--- src/rtl/cmd_sched_pkg.sv ---
// Shared types for the SPI command scheduler: opcodes, queued tile-command
// entries and the write-scheduler FSM states.
package cmd_pkg;

    localparam int TILE_ADDR_W = 10;
    localparam int TILE_DATA_W = 8;

    typedef enum logic [3:0] {
        OP_NOP       = 4'h0,
        OP_WR_TILE   = 4'h1,
        OP_SET_SCORE = 4'h2,
        OP_SET_STATE = 4'h3,
        OP_CLEAR     = 4'h4
    } opcode_e;

    typedef enum logic {
        ENT_WR  = 1'b0,
        ENT_CLR = 1'b1
    } entry_kind_e;

    typedef struct packed {
        entry_kind_e            kind;
        logic [TILE_ADDR_W-1:0] addr;
        logic [TILE_DATA_W-1:0] data;
    } fifo_entry_t;

    typedef enum logic [1:0] {
        IDLE,
        WRITE,
        CLEAR
    } fsm_state_e;

endpackage

--- src/rtl/cmd_sched_if.sv ---
// SPI frame inputs, VGA read port and tile-RAM/status outputs of cmd_sched.
// master drives the SPI and VGA side; slave is the scheduler itself.
interface cmd_sched_if #(
    parameter int ADDR_W = 10,
    parameter int DATA_W = 8
);
    logic              cs;
    logic [7:0]        command;
    logic [7:0]        databyte1;
    logic [7:0]        databyte2;
    logic              re;
    logic [ADDR_W-1:0] raddr;
    logic              mem_we;
    logic [ADDR_W-1:0] mem_addr;
    logic [DATA_W-1:0] mem_wdata;
    logic [15:0]       state;
    logic [9:0]        score;
    logic              busy;
    logic              cmd_err;

    modport master (
        output cs, command, databyte1, databyte2, re, raddr,
        input  mem_we, mem_addr, mem_wdata, state, score, busy, cmd_err
    );

    modport slave (
        input  cs, command, databyte1, databyte2, re, raddr,
        output mem_we, mem_addr, mem_wdata, state, score, busy, cmd_err
    );
endinterface

--- src/rtl/cmd_sched_sync_fifo.sv ---
// Small synchronous FIFO with a combinational head read. A push into a full
// FIFO is accepted only when a pop frees the slot in the same cycle.
module sync_fifo #(
    parameter int WIDTH = 8,
    parameter int DEPTH = 4
) (
    input  logic             clk,
    input  logic             rst,
    input  logic             push,
    input  logic [WIDTH-1:0] din,
    input  logic             pop,
    output logic [WIDTH-1:0] dout,
    output logic             full,
    output logic             empty
);
    localparam int AW = $clog2(DEPTH);

    logic [WIDTH-1:0] mem [DEPTH];
    logic [AW:0]      wr_ptr;
    logic [AW:0]      rd_ptr;
    logic             do_push;
    logic             do_pop;

    // Extra pointer bit distinguishes full from empty when the indices match.
    assign empty   = (wr_ptr == rd_ptr);
    assign full    = (wr_ptr[AW] != rd_ptr[AW]) && (wr_ptr[AW-1:0] == rd_ptr[AW-1:0]);
    assign do_pop  = pop & ~empty;
    assign do_push = push & (~full | do_pop);
    assign dout    = mem[rd_ptr[AW-1:0]];

    always_ff @(posedge clk or posedge rst) begin
        if (rst) begin
            wr_ptr <= '0;
            rd_ptr <= '0;
        end else begin
            if (do_push) wr_ptr <= wr_ptr + 1'b1;
            if (do_pop)  rd_ptr <= rd_ptr + 1'b1;
        end
    end

    // NOTE: storage is deliberately not reset; the pointers alone decide which
    // entries are valid, so the array maps onto plain RAM/LUT cells.
    always_ff @(posedge clk) begin
        if (do_push) mem[wr_ptr[AW-1:0]] <= din;
    end

endmodule

--- src/rtl/cmd_sched.sv ---
// SPI command decoder and tile-RAM write scheduler; VGA reads always own the
// single memory port and queued writes/clears fill the idle cycles.
module cmd_sched
    import cmd_pkg::*;
#(
    parameter int FIFO_DEPTH = 4,
    parameter int ADDR_W     = TILE_ADDR_W,
    parameter int DATA_W     = TILE_DATA_W
) (
    input  logic       clk,
    input  logic       reset,
    cmd_sched_if.slave bus
);

    logic              cs_s1, cs_s2, cs_s3;
    logic              frame_v;
    opcode_e           op;
    logic [9:0]        score_q;
    logic [15:0]       state_q;
    logic              push_req;
    fifo_entry_t       push_entry;
    logic              cmd_err_q;
    fifo_entry_t       head;
    logic              fifo_full;
    logic              fifo_empty;
    logic              fifo_pop;
    fsm_state_e        fsm;
    logic              wr_act;
    logic [ADDR_W-1:0] wr_addr;
    logic [DATA_W-1:0] wdata;

    // Synchronizer idles high so reset release never looks like a frame end.
    // NOTE: sequential state uses <= so every flop samples pre-edge values.
    always_ff @(posedge clk or posedge reset) begin
        if (reset) begin
            cs_s1   <= 1'b1;
            cs_s2   <= 1'b1;
            cs_s3   <= 1'b1;
            frame_v <= 1'b0;
        end else begin
            cs_s1   <= bus.cs;
            cs_s2   <= cs_s1;
            cs_s3   <= cs_s2;
            frame_v <= cs_s2 & ~cs_s3;
        end
    end

    assign op = opcode_e'(bus.command[7:4]);

    always_ff @(posedge clk or posedge reset) begin
        if (reset) begin
            score_q    <= '0;
            state_q    <= '0;
            push_req   <= 1'b0;
            push_entry <= '0;
            cmd_err_q  <= 1'b0;
        end else begin
            push_req  <= 1'b0;
            // A queued command that finds no free slot is dropped and flagged.
            cmd_err_q <= push_req & fifo_full & ~fifo_pop;
            if (frame_v) begin
                case (op)
                    OP_NOP: ;
                    OP_WR_TILE: begin
                        push_req   <= 1'b1;
                        push_entry <= '{kind: ENT_WR,
                                        addr: {bus.command[1:0], bus.databyte1},
                                        data: bus.databyte2};
                    end
                    OP_SET_SCORE: score_q <= {bus.command[1:0], bus.databyte1};
                    OP_SET_STATE: state_q <= {bus.databyte1, bus.databyte2};
                    OP_CLEAR: begin
                        push_req   <= 1'b1;
                        push_entry <= '{kind: ENT_CLR, addr: '0, data: bus.databyte2};
                    end
                    default: cmd_err_q <= 1'b1;
                endcase
            end
        end
    end

    assign fifo_pop = (fsm == IDLE) & ~fifo_empty;

    sync_fifo #(
        .WIDTH ($bits(fifo_entry_t)),
        .DEPTH (FIFO_DEPTH)
    ) u_fifo (
        .clk   (clk),
        .rst   (reset),
        .push  (push_req),
        .din   (push_entry),
        .pop   (fifo_pop),
        .dout  (head),
        .full  (fifo_full),
        .empty (fifo_empty)
    );

    always_ff @(posedge clk or posedge reset) begin
        if (reset) begin
            fsm     <= IDLE;
            wr_act  <= 1'b0;
            wr_addr <= '0;
            wdata   <= '0;
        end else begin
            case (fsm)
                IDLE: begin
                    if (!fifo_empty) begin
                        wr_act <= 1'b1;
                        wdata  <= head.data;
                        if (head.kind == ENT_WR) begin
                            fsm     <= WRITE;
                            wr_addr <= head.addr;
                        end else begin
                            fsm     <= CLEAR;
                            wr_addr <= '0;
                        end
                    end
                end
                WRITE: begin
                    if (!bus.re) begin
                        fsm    <= IDLE;
                        wr_act <= 1'b0;
                    end
                end
                CLEAR: begin
                    // Address only advances on cycles where the write really lands.
                    if (!bus.re) begin
                        wr_addr <= wr_addr + 1'b1;
                        if (&wr_addr) begin
                            fsm    <= IDLE;
                            wr_act <= 1'b0;
                        end
                    end
                end
                default: begin
                    fsm    <= IDLE;
                    wr_act <= 1'b0;
                end
            endcase
        end
    end

    assign bus.mem_we    = ~bus.re & wr_act;
    assign bus.mem_addr  = bus.re ? bus.raddr : wr_addr;
    assign bus.mem_wdata = wdata;
    assign bus.state     = state_q;
    assign bus.score     = score_q;
    assign bus.busy      = (fsm != IDLE) | ~fifo_empty;
    assign bus.cmd_err   = cmd_err_q;

endmodule
--- src/flat_wrapper.sv ---
// flat-port wrapper written by rule: the top's interface ports become plain ports
module cmd_sched_flat import cmd_pkg::*;
#(
    parameter int FIFO_DEPTH = 4,
    parameter int ADDR_W     = TILE_ADDR_W,
    parameter int DATA_W     = TILE_DATA_W
)
  (clk, reset, bus_cs, bus_command, bus_databyte1, bus_databyte2, bus_re, bus_raddr, bus_mem_we, bus_mem_addr, bus_mem_wdata, bus_state, bus_score, bus_busy, bus_cmd_err);
  cmd_sched_if #(.ADDR_W(ADDR_W), .DATA_W(DATA_W)) bus_i ();
  input  logic clk;
  input  logic reset;
  input wire logic [$bits(bus_i.cs)-1:0] bus_cs;
  input wire logic [$bits(bus_i.command)-1:0] bus_command;
  input wire logic [$bits(bus_i.databyte1)-1:0] bus_databyte1;
  input wire logic [$bits(bus_i.databyte2)-1:0] bus_databyte2;
  input wire logic [$bits(bus_i.re)-1:0] bus_re;
  input wire logic [$bits(bus_i.raddr)-1:0] bus_raddr;
  output wire logic [$bits(bus_i.mem_we)-1:0] bus_mem_we;
  output wire logic [$bits(bus_i.mem_addr)-1:0] bus_mem_addr;
  output wire logic [$bits(bus_i.mem_wdata)-1:0] bus_mem_wdata;
  output wire logic [$bits(bus_i.state)-1:0] bus_state;
  output wire logic [$bits(bus_i.score)-1:0] bus_score;
  output wire logic [$bits(bus_i.busy)-1:0] bus_busy;
  output wire logic [$bits(bus_i.cmd_err)-1:0] bus_cmd_err;
  assign bus_i.cs = bus_cs;
  assign bus_i.command = bus_command;
  assign bus_i.databyte1 = bus_databyte1;
  assign bus_i.databyte2 = bus_databyte2;
  assign bus_i.re = bus_re;
  assign bus_i.raddr = bus_raddr;
  assign bus_mem_we = bus_i.mem_we;
  assign bus_mem_addr = bus_i.mem_addr;
  assign bus_mem_wdata = bus_i.mem_wdata;
  assign bus_state = bus_i.state;
  assign bus_score = bus_i.score;
  assign bus_busy = bus_i.busy;
  assign bus_cmd_err = bus_i.cmd_err;
  cmd_sched #(.FIFO_DEPTH(FIFO_DEPTH), .ADDR_W(ADDR_W), .DATA_W(DATA_W)) u_core (.clk(clk), .reset(reset), .bus(bus_i));
endmodule
--- config.mk ---
export PLATFORM = sky130hd
export DESIGN_NAME = cmd_sched_flat
export DESIGN_NICKNAME = d
export VERILOG_FILES = /design/src/rtl/cmd_sched_pkg.sv /design/src/rtl/cmd_sched_if.sv /design/src/rtl/cmd_sched_sync_fifo.sv /design/src/rtl/cmd_sched.sv /design/src/flat_wrapper.sv
export SDC_FILE = /design/constraint.sdc
export NUM_CORES = 1
export LEC_CHECK = 0
export BUFFER_PORTS_ARGS = -buffer_cell sky130_fd_sc_hd__buf_2
export CORE_MARGIN = 2
export CORE_UTILIZATION = 61
export DETAILED_ROUTE_END_ITERATION = 10
export GPL_TIMING_DRIVEN = 0
export PLACE_DENSITY = 0.84
export SYNTH_ARGS = -nofsm -noshare
export SYNTH_HDL_FRONTEND = slang
export SYNTH_HIERARCHICAL = 1
export SYNTH_SLANG_ARGS = --single-unit
--- constraint.sdc ---
create_clock -name clk -period 6.85 [get_ports clk]
set_clock_uncertainty 0.1 [all_clocks]
set_input_delay 1.0275 -clock clk [delete_from_list [all_inputs] [get_ports clk]]
set_output_delay 1.0275 -clock clk [all_outputs]
set_load 0.02 [all_outputs]
* After elaboration in Yosys (flattened, before gate mapping)
Memory sizes are Yosys's and may differ from the RTL's.
Index checks and enable logic that the tools add are counted.
** Storage, ports and cells
- Bits in registers :: 78
- Bits in writable memories :: 76
- Input port bits :: 38
- Logic and storage cells :: 86
- Memories :: 1
** Memory list
- u_core.u_fifo.mem :: words 4, bits a word 19, rd ports 1, clocked after memory_dff 0, wr ports 1, RTL line cmd_sched_sync_fifo.sv:18 : logic [WIDTH-1:0] mem [DEPTH];
** Operators by class
- Add/subtract/negate cells :: 3
- Equality and inequality tests :: 13
- Muxes and demuxes :: 23
- Bitwise operators :: 14
- Reduce and logical (&&, ||, !) cells :: 15
** Operators by type and width (number)
- two-way mux 10 bit :: 4
- case mux 19 bit (2 select lines) :: 1
- case mux 10 bit (2 select lines) :: 1
- adder 10 x 1 -> 10 bit (second input constant) :: 1
- two-way mux 1 bit :: 10
- two-way mux 2 bit :: 5
- AND reduction 10 bit :: 1
- == test 4 x 2 -> 1 bit (second input constant) :: 2
- AND reduction 2 bit :: 4
- bitwise AND 1 bit :: 7
- adder 3 x 1 -> 3 bit (second input constant) :: 2
- inequality test 2 bit (second input constant) :: 3
- case mux 2 bit (3 select lines) :: 1
- nonzero test 2 bit :: 3
- inverter 1 bit :: 5
- OR reduction 5 bit :: 1
- == test 4 x 1 -> 1 bit (second input constant) :: 1
- == test 4 x 3 -> 1 bit (second input constant) :: 1
- zero test 4 bit :: 1
- AND reduction 4 bit :: 1
- == test 3 bit :: 1
- case mux 1 bit (3 select lines) :: 1
- AND reduction 3 bit :: 1
- == test 2 x 1 -> 1 bit (second input constant) :: 1
- other kinds (8) :: 9

* Depth between registers and ports, before layout
Gate-level depths: netlist of run 1.
- Depth in word-level cells :: 8
- Gate-level depth with buffers :: 7
- Depth with buffers taken out :: 6

* Cells and area by module
Netlist of run 1, hierarchy kept.
** By module, submodules not included
- sync_fifo :: instances 1, cells an instance 135, area each 3161.8 um^2, sequential area each 2432.3 um^2
- cmd_sched :: instances 1, cells an instance 249, area each 3130.5 um^2, sequential area each 1805.5 um^2

* Worst setup path after synthesis of run 1
OpenSTA, ideal clock, no wires.
- Path kind :: input-to-output
- From :: input bus_re
- To :: output bus_mem_addr[4]
- Arrival :: 2.052 ns
- Slack :: 3.670 ns
- Cell stages on the path :: 3
- Path buffers :: 2
- Cells stage by stage :: clkbuf_1 buf_1 mux2_2
** On the way
- Word-level cells in the longest chain between the ends :: 1
** Ends and longest elaborated chain
- start, declared :: RTL line flat_wrapper.sv:16 : input wire logic [$bits(bus_i.re)-1:0] bus_re;
- two-way mux 10 bit :: RTL line cmd_sched.sv:144 : assign bus.mem_addr = bus.re ? bus.raddr : wr_addr;
- end, declared :: RTL line flat_wrapper.sv:19 : output wire logic [$bits(bus_i.mem_addr)-1:0] bus_mem_addr;
No other way between the ends.

* Worst setup path after layout of run 1
- From :: input bus_re
- To :: output bus_mem_addr[6]
The elaborated chain is that of the path after synthesis.

==> results.md, run 1 <==
* Post-CTS Setup Inserts at 0
* Synth Area per Inst at between 15 and 20 sq um
* Max Freq at 288 MHz
* Nets at around 530
* Final setup viols at 0
* Initial antenna violation count at 0
* Post-CTS Hold Buffers at 0
* VDD IR-drop max at between 200 and 300 uV
* H-tree depth at 4
* Psw at around 760 uW
* Core area at ~0.010 sq mm
* Largest net degree at the start of global routing at between 50 and 60
* Yosys warnings at 6
* Die area at 0.0111 sq mm
* CTS tree: done
* Worst path top cell family by delay: buffers and inverters
* FP Rows at 37
* Via count at approximately 3700
* Post-synthesis cell type count at between 50 and 60
* Design Power at 2.70 mW
* Count leader, synth: edfxtp_1
* Overflow after GRT at 0
* Multi-input logic area at 0.00192 sq mm
* Dpl cell area at approximately 0.0069 sq mm
* Slew margin rel. at 29.1%
* Share of the synthesized area in the top cell type at about 36%
* Post-cts repair resize count at 0
* Xor and xnor area share after synthesis at under 10%
* Longest Clk Path Bufs at 2
* Most frequent cells after synthesis: edfxtp_1 (76), dfrtp_1 (75), mux2_2 (41)
* IO Port Bufs at between 80 and 90
* Hold Crit Class: flop to flop
* Final Cycle Share at 50.8%
* Critical-path top delay cell: buf_1
* Crit path DAT at ~2.4 ns
* Combinational share of power at between 10% and 20%
* Data required, critical path at 5.72 ns
* Setup tns final at 0 ns
* Gr usage total at about a quarter
* Layout fillers at about 610
* IO Pins at 85
* Main combinational cell family by area after synthesis: multiplexers
* Seq/Total Area, Yosys at 67.3%
* Post-synth EDFFs at 76
* Post-Syn Area at between 0.006 and 0.007 sq mm
* Setup slack after layout at 3.37 ns
* Critical Path Source Type: primary input
* Complex-gate fraction of the synthesized area at roughly 7%
* Simple-Gate Fraction of Synth Area at under 10%
* FF+latch area at between 0.004 and 0.005 sq mm
* Clk slew on worst S/H paths at about 0.06 ns
* Clk pwr share at 34.9%
* CTS sink cnt at around 150
* Final hold violation count at 0
* Setup crit end kind: output port
* Initial core utilization at between 60% and 70%
* Worst-Skew Late Latency at roughly 0.52 ns
* Max-slew violation count at 0
* Power Density at roughly 360 mW/mm^2
* Worst-path maximum fanout at 10
* Status: finished, final reports clean
* P_int at 1.95 mW
* Routability congestion estimate from global placement at roughly 0.9
* Pre-CTS WS at ~3.4 ns
* DRT Pass-1 Iters at 4
* Synth Area in Adders at 1.19%
* Via-per-instance ratio at about 6
* DRT iter0 DRCs at 205
* Root Driver: clkbuf_8
* Max incr delay on CP at between 0.4 and 0.5 ns
* Asr flop ratio synth at between 50% and 60%
* HPWL after DPL at slightly above 8000 um
* Kind of critical path: primary input to output port
* Syn Inst Count at about 380
* Sequential share of power at 45.3%
* Tmin final at about 3.5 ns
* Worst-margin pin slew at ~1.1 ns
* Chip height at roughly 110 um
* Mux share of post-synthesis cell area at roughly 17%
* Ys flop type: edfxtp_1
* Yosys reg bits at approximately 150
* Global-route wire length before repair at 20800 um
* Vias in the first global route at 3921
* Layout cell share with drive strength beyond 1 at approximately two fifths
* Max_cap viols at 0
* Sw frac at between 20% and 30%
* Diodes inserted at 0
* Biggest area consumer among synthesized cells: edfxtp_1
* Leak at ~3.2 nW
* Worst Path Buf+Inv at 3
* Number of remaining DRC errors at 0
* Die X at roughly 110 um
* RSZ-0062 raised after global routing: false
* Num CTS Buffers at 17
* CP Cell Sequence: clkbuf_1 -> buf_1 -> mux2_2 -> buf_2
* Syn Nets at around 430
* Synth area leaders: edfxtp_1 (36%), dfrtp_1 (30%), mux2_2 (7.3%), mux4_2 (6.8%), mux2_4 (1.9%)
* Antenna violation net count after detailed routing at 0
* Layout area overhead at 19.4%
* Cell area after layout at between 0.007 and 0.008 sq mm
* Routed wire length per instance at roughly 21 um
* Final wirelength at roughly 13000 um
-- cell usage in the layout, fill, tap and decap left out, drive strengths merged, types with 9 or more instances in the layout --
master and count:
clkbuf 33, mux4 19, nor2 9, edfxtp 76, o21ai 12, inv 13
mux2 51, nand2 12, a22o 11, dfrtp 75, a21oi 17, buf 93
-- flip-flops by register name, indices dropped and copies added (netlist names), 3 cells and up --
name and count:
u_core/u_fifo/rd_ptr 3, u_core/bus.mem_wdata 8, u_core/u_fifo/wr_ptr 3, u_core/u_fifo/mem 76, u_core/bus.state 16, u_core/bus.score 10, u_core/push_entry 19, u_core/wr_addr 10
-- cells by family (layout without fill, tap and decap cells) --
kind of cell | count (synthesis) | count (layout)
xor+xnor | 9 | 9
fa+ha+maj | 6 | 6
compound gates | 61 | 61
buf+inv | 30 | 144
simple gates | 53 | 53
flops | 154 | 154
mux | 71 | 71
-- metrics by stage --
step,cells,utilization [%],hold WS (ns)
after floorplan,384,-,0.245
after global placement,601,67.4,0.247
after detailed placement,602,67.7,0.247
after CTS,634,73.7,0.256
after global routing,634,73.7,0.263
final,634,73.7,0.255
-- power groups by stage --
| stage | clock, mW | combinational [mW] | sequential, mW |
|---|---|---|---|
| final | 0.944 | 0.537 | 1.22 |
| after detailed placement | 0 | 0.524 | 1.24 |
| after global routing | 1.00 | 0.583 | 1.24 |
| after CTS | 0.961 | 0.538 | 1.22 |
| after floorplan | 0 | 0.337 | 1.26 |
| after global placement | 0 | 0.503 | 1.22 |
-- final timing paths --
path | slack, ns | start | depth (start not counted) | end
worst max register to register | 3.49 | u_core/u_fifo/rd_ptr[0]$_DFFE_PP0P_ | 6 | u_core/u_fifo/mem[1][17]$_DFFE_PP_
max in group asynchronous | 5.69 | reset | 3 | u_core/cs_s3$_DFF_PP1_
worst min-delay path | 0.25 | u_core/cs_s1$_DFF_PP1_ | 0 | u_core/cs_s2$_DFF_PP1_
worst max-delay path | 3.37 | bus_re | 4 | bus_mem_addr[6]
worst min register to register | 0.25 | u_core/cs_s1$_DFF_PP1_ | 0 | u_core/cs_s2$_DFF_PP1_
min in group asynchronous | 0.35 | reset | 2 | u_core/u_fifo/rd_ptr[1]$_DFFE_PP0P_
-- area by class of cell --
class	instances	share of cell area, %
plain buffers	17	1.10
flip-flops and latches	154	56.4
repair buffers	82	5.76
multi-input cells	200	25.6
well taps	136	2.27
clock inverters	5	1.05
clock buffers	27	7.11
inverters	13	0.683
-- per-layer routing --
layer / part of all wire, % / up-vias / GRT usage (%) / routed length [um]
li1: - / 1671 / - / -
met1: 41 / 1869 / 31.6 / 5320
met2: 52 / 135 / 42.9 / 6750
met3: 5.3 / 19 / 7.05 / 685
met4: 2.1 / 0 / 9.12 / 268
met5: 0 / - / 0 / 0
Power figures use the tool's default switching activity.
==> run 2: changes to the inputs <==
Settings changed: CORE_UTILIZATION 61 to 57, PLACE_DENSITY 0.84 to 0.79.
Clock period 6.85 ns to 3.2 ns, I/O delays scaled along.
==> run 2 against run 1 <==
  * Combinational power is 120% higher
  * Wire length shrank 3.3%
  * Critical path depth is 2 higher
  * Register-to-register slack got worse by 3.3 ns
  * Sequential share of layout area is 0.16 points lower
  * Core utilization down 4.0 points
  * Total power rose by 110%
  * Die area increased by 6.7%
  * Clock power rose by 100%
  * Via count up 1.8%
  * Sequential power up 120%
  * Largest cell class unchanged
==> results.md, run 2 (synthesized netlist as in run 1, its figures left out) <==
* VDD IR-drop max at approximately 430 uV
* Tmin final at 3.01 ns
* Placed cell count at approximately 610
* Root Driver: clkbuf_8
* DRT Pass-1 Iters at 5
* Initial core utilization at between 50 and 60%
* Combinational share of power at around a fifth
* Routability congestion estimate from global placement at just over 0.9
* Die area at 0.0119 sq mm
* CTS sink cnt at between 150 and 200
* Final wirelength at 12600 um
* IO Port Bufs at just over 80
* Diodes inserted at 0
* Chip height at about 110 um
* Nets at ~530
* Sequential share of power at a little under half
* Critical-path top delay cell: and3_2
* Pre-CTS WS at -0.123 ns
* P_int at 4.07 mW
* Die X at around 110 um
* CTS tree: done
* Number of remaining DRC errors at 0
* Via count at roughly 3800
* Sw frac at between 20% and 30%
* Longest Clk Path Bufs at 2
* Clk pwr share at 33.4%
* Data required, critical path at 3.25 ns
* FP Rows at 38
* Max Freq at ~330 MHz
* Global-route wire length before repair at just over 20000 um
* Setup crit start: u_core/u_fifo/wr_ptr[0]$_DFFE_PP0P_
* Commonest cells after routing, fill and taps aside: buf_2 (90), edfxtp_1 (76), dfrtp_1 (75)
* Worst-Skew Late Latency at ~0.52 ns
* Max-slew violation count at 0
* Leak at between 3 and 4 nW
* Commonest non-fill, non-tap cell in the layout: buf_2
* Max FFs per register at 76
* Initial antenna violation count at 0
* Final Cycle Share at roughly 94%
* Psw at approximately 1.6 mW
* Slew margin rel. at ~53%
* Setup tns final at 0 ns
* Antenna violation net count after detailed routing at 0
* Worst r2r src: u_core/u_fifo/wr_ptr[0]$_DFFE_PP0P_
* Largest net degree at the start of global routing at 50
* CP Cell Sequence: xor2_2 -> nor3_2 -> nor3_1 -> buf_2 -> or4_1 -> and3_2
* Num CTS Buffers at 17
* Gr usage total at 23.4%
* Layout Utilization at between 60 and 70%
* Routed wire length per instance at 19.7 um
* HPWL after DPL at just under 8000 um
* Reg2Reg Setup Slack at 0.19 ns
* Cell area after layout at between 0.007 and 0.008 sq mm
* Via-per-instance ratio at between 5 and 6
* Layout area overhead at 19.7%
* Hold Crit Class: primary input to flop
* Overflow after GRT at 0
* Status: finished, final reports clean
* Design Power at 5.69 mW
* DRT iter0 DRCs at 301
* Vias in the first global route at between 3000 and 4000
* Layout cell share with drive strength beyond 1 at between 40% and 50%
* Post-route insts no fill at around 640
* H-tree depth at 4
* Max incr delay on CP at ~0.58 ns
* RSZ-0062 raised after global routing: false
* Worst Path Buf+Inv at 1
* Worst Hold Launch: bus_databyte2[2]
* Hold WS at 0.103 ns
* Dpl cell area at 0.00690 sq mm
* Crit path DAT at just over 3 ns
* Max_cap viols at 0
* Worst-path maximum fanout at 19
* Setup slack after layout at 0.190 ns
* Critical Path Source Type: flop
* Worst-margin pin slew at between 0.7 and 0.8 ns
* Core area at 0.0108 sq mm
* Final hold violation count at 0
* Power Density at roughly 750 mW/mm^2
* Clk slew on worst S/H paths at roughly 0.060 ns
* Setup crit end kind: flop
* IO Pins at 85
* Final setup viols at 0
* Kind of critical path: flop to flop
* Worst path top cell family by delay: simple AND/OR/NAND/NOR gates
==> run 2: power groups by stage <==
stage                     Combinational, mW  Sequential, mW  Clock (mW)
after global placement                 1.08            2.62           0
final                                  1.16            2.63        1.90
after global routing                   1.28            2.66        2.02
after floorplan                       0.725            2.69           0
after CTS                              1.16            2.62        1.94
after detailed placement               1.13            2.65           0
==> run 2: final timing paths <==
check,to,cells after the start
setup / recovery,u_core/u_fifo/mem[2][6]$_DFFE_PP_,6
hold / removal,u_core/push_entry[2]$_DFFE_PP0P_,2
hold reg to reg,u_core/cs_s2$_DFF_PP1_,0
min in group asynchronous,u_core/u_fifo/rd_ptr[2]$_DFFE_PP0P_,3
setup reg to reg,u_core/u_fifo/mem[2][6]$_DFFE_PP_,6
max in group asynchronous,u_core/cs_s1$_DFF_PP1_,4
==> run 2: per-layer routing <==
metal / wire length [um] / vias up / GRT usage (%) / part of all wire, %
met2: 6300 / 172 / 37.0 / 50
met3: 788 / 27 / 5.80 / 6.3
li1: - / 1672 / - / -
met5: 0 / - / 0 / 0
met1: 5250 / 1890 / 30.9 / 42
met4: 261 / 0 / 10.3 / 2.1
==> run 2: area by class of cell <==
| class | instances | area, sq um |
|---|---|---|
| inverter | 13 | 55.1 |
| multi-input combinational | 200 | 1930 |
| tap | 140 | 175 |
| sequential | 154 | 4240 |
| timing repair buffer | 85 | 473 |
| clock buffer | 25 | 517 |
| fill | 697 | 3260 |
| clock inverter | 7 | 60.1 |
| buffer | 17 | 82.6 |
==> run 2: timing repair <==
action | CTS | global route
setup endpoints to repair | 57 | 76
resized for setup | 3 | 2
hold endpoints to repair | 28 | 0
buffers inserted | 0 | 1
hold buffers | 2 | 0
==> run 2: worst reg2reg max path, cell delays in order (launching register included) <==
cell and delay (ns):
dfrtp_1 0.49, xor2_2 0.38, nor3_2 0.14, nor3_1 0.31, buf_2 0.40, or4_1 0.25, and3_2 0.58
==> run 3: changes to the inputs <==
Settings changed: CTS_CLUSTER_SIZE set to 10, MAX_ROUTING_LAYER set to met4, SYNTH_HIERARCHICAL 1 to not set.
==> run 3 against run 2 <==
  * Hold slack worse by 0.034 ns
  * Sequential share of layout area up 0.88 points
  * Via count down 1.8%
  * Non-clock buffer count down 1
  * Largest power group unchanged
==> results.md, run 3 <==
* VDD IR-drop max at 478 uV
* H-tree depth at 4
* Synth Area per Inst at approximately 16 sq um
* Antenna violation net count after detailed routing at 0
* Post-synth EDFFs at 76
* Commonest non-fill, non-tap cell in the layout: buf_2
* Ys flop type: edfxtp_1
* Longest Clk Path Bufs at 2
* Syn Nets at 440
* Slew margin rel. at between 30% and 40%
* Largest net degree at the start of global routing at 49
* Layout Utilization at 69.0%
* Power Density at roughly 870 mW/mm^2
* Via count at ~3700
* Biggest area consumer among synthesized cells: edfxtp_1
* Max_cap viols at 0
* Yosys warnings at 0
* Diodes inserted at 0
* Dpl cell area at approximately 0.0069 sq mm
* Setup crit end kind: flop
* Nets at between 500 and 600
* Post-CTS Setup Inserts at 0
* Crit path DAT at roughly 2.4 ns
* Final wirelength at around 12000 um
* DRT Pass-1 Iters at 4
* Post-route insts no fill at between 600 and 700
* Kind of critical path: flop to flop
* Worst-Skew Late Latency at about 0.53 ns
* Critical Path Source Type: flop
* Count leader, synth: edfxtp_1
* Max FFs per register at 76
* Yosys reg bits at 154
* IO Port Bufs at between 80 and 90
* Initial core utilization at between 50% and 60%
* Core area at 0.0107 sq mm
* Initial antenna violation count at 0
* Clk slew on worst S/H paths at roughly 0.060 ns
* Layout fillers at 732
* Seq/Total Area, Yosys at 67.9%
* Worst-margin pin slew at 0.965 ns
* IO Pins at 85
* Global-route wire length before repair at 19400 um
* Commonest cells after routing, fill and taps aside: buf_2 (91), edfxtp_1 (76), dfrtp_1 (75)
* DRT iter0 DRCs at between 200 and 300
* Num CTS Buffers at 17
* Worst-path maximum fanout at 19
* Routability congestion estimate from global placement at 0.835
* Post-CTS Hold Buffers at 2
* Final Cycle Share at 72.3%
* Leak at around 3.1 nW
* Final setup viols at 0
* CTS sink cnt at ~150
* Reg2Reg Setup Slack at between 0.8 and 0.9 ns
* Tmin final at approximately 2.3 ns
* Post-cts repair resize count at 0
* Via-per-instance ratio at about 5.7
* Data required, critical path at roughly 3.2 ns
* Post-Syn Area at approximately 0.0062 sq mm
* Final hold violation count at 0
* CTS tree: done
* Routed wire length per instance at 18.2 um
* Max Freq at 432 MHz
* Most frequent cells after synthesis: edfxtp_1 (76), dfrtp_1 (75), mux2_2 (40)
* Max-slew violation count at 0
* Cell area after layout at 0.00742 sq mm
* Vias in the first global route at 3797
* Syn Inst Count at roughly 400
* Status: finished, final reports clean
* Hold Crit Class: primary input to flop
* Synth area leaders: edfxtp_1 (37%), dfrtp_1 (30%), mux2_2 (7.2%), mux4_2 (6.1%), nand2_1 (2.3%)
* Asr flop ratio synth at 50.6%
* Post-synthesis cell type count at around 50
* Gr usage total at between 20% and 30%
* Layout area overhead at 18.8%
* Share of the synthesized area in the top cell type at a little over a third
* Setup tns final at 0 ns
* Number of remaining DRC errors at 0
* Layout cell share with drive strength beyond 1 at roughly two fifths
* Placed cell count at ~620
* Die area at 0.0118 sq mm
* Die X at ~110 um
* RSZ-0062 raised after global routing: false
* FP Rows at 38
* Root Driver: clkbuf_8
* Overflow after GRT at 0
* HPWL after DPL at 7820 um
* Chip height at ~110 um
==> run 3: changes by cell type after synthesis, sizes merged, moves of 4 or more <==
cell    before  now
a21oi       17    9
and2         1    5
buf         11   16
clkbuf       6    1
inv         13    6
mux2        51   45
nand2       12   38
nand3        5   11
nor2         9   13
o21ai       12   17
==> run 3: path summary, 6_finish.rpt <==
check | depth (start not counted) | startpoint | end
min in group asynchronous | 3 | reset | u_core.bus.state[7]$_DFFE_PP0P_
min | 3 | bus_databyte2[7] | u_core.push_entry[7]$_DFFE_PP0P_
max reg2reg | 4 | u_core.fsm[1]$_DFFE_PP0P_ | u_core.u_fifo.mem[1][5]$_DFFE_PP_
min reg2reg | 0 | u_core.cs_s1$_DFF_PP1_ | u_core.cs_s2$_DFF_PP1_
max | 4 | u_core.fsm[1]$_DFFE_PP0P_ | u_core.u_fifo.mem[1][5]$_DFFE_PP_
max in group asynchronous | 4 | reset | u_core.cs_s3$_DFF_PP1_
==> run 3: logic make-up (layout without fill, tap and decap cells) <==
family / after synthesis / in the layout / share of synthesized area [%]
AO/OA/AOI/OAI: 53 / 53 / 5.63
XOR/XNOR: 8 / 8 / 1.66
adder cells (fa/ha/maj): 6 / 6 / 1.20
buffers and inverters: 23 / 139 / 2.00
flip-flops: 154 / 154 / 67.9
multiplexers: 66 / 66 / 15.0
AND/OR/NAND/NOR: 86 / 86 / 6.64
==> run 3: metal layers <==
layer  GRT usage (%)  routed length, um
met1            30.1               5240
met2            35.6               5960
met3            5.08                526
met4            8.15                163
met5               -                  0
==> run 3: metrics by stage <==
| step | setup slack, ns | total power [mW] | hold WS (ns) |
|---|---|---|---|
| 3_5_place_dp | 0.847 | 4.67 | 0.255 |
| 6_report | 0.885 | 6.44 | 0.0686 |
| 5_1_grt | 0.714 | 6.77 | 0.0821 |
| 3_3_place_gp | -0.229 | 4.55 | 0.247 |
| 2_1_floorplan | 0.630 | 4.13 | 0.245 |
| 4_1_cts | 0.842 | 6.47 | 0.0474 |
==> run 3: layout make-up <==
type | count | area, sq um | area share (%)
Timing Repair Buffer | 84 | 453 | 6.11
Multi-Input combinational cell | 219 | 1880 | 25.3
Inverter | 6 | 25.0 | 0.337
Clock inverter | 6 | 35.0 | 0.472
Tap cell | 140 | 175 | 2.36
Buffer | 17 | 103 | 1.38
Sequential cell | 154 | 4240 | 57.1
Clock buffer | 26 | 509 | 6.87
==> run 3: where the power goes <==
group | internal (mW) | switching (mW)
logic | 0.906 | 1.01
clock network | 1.08 | 0.738
registers | 2.43 | 0.271
total | 4.42 | 2.02
==> run 3: worst max-delay path: stages (launching register included) <==
cell     delay (ns)
dfrtp_1        0.35
buf_2          0.16
nor2_1         0.26
o31a_2         0.27
and2_1         0.79
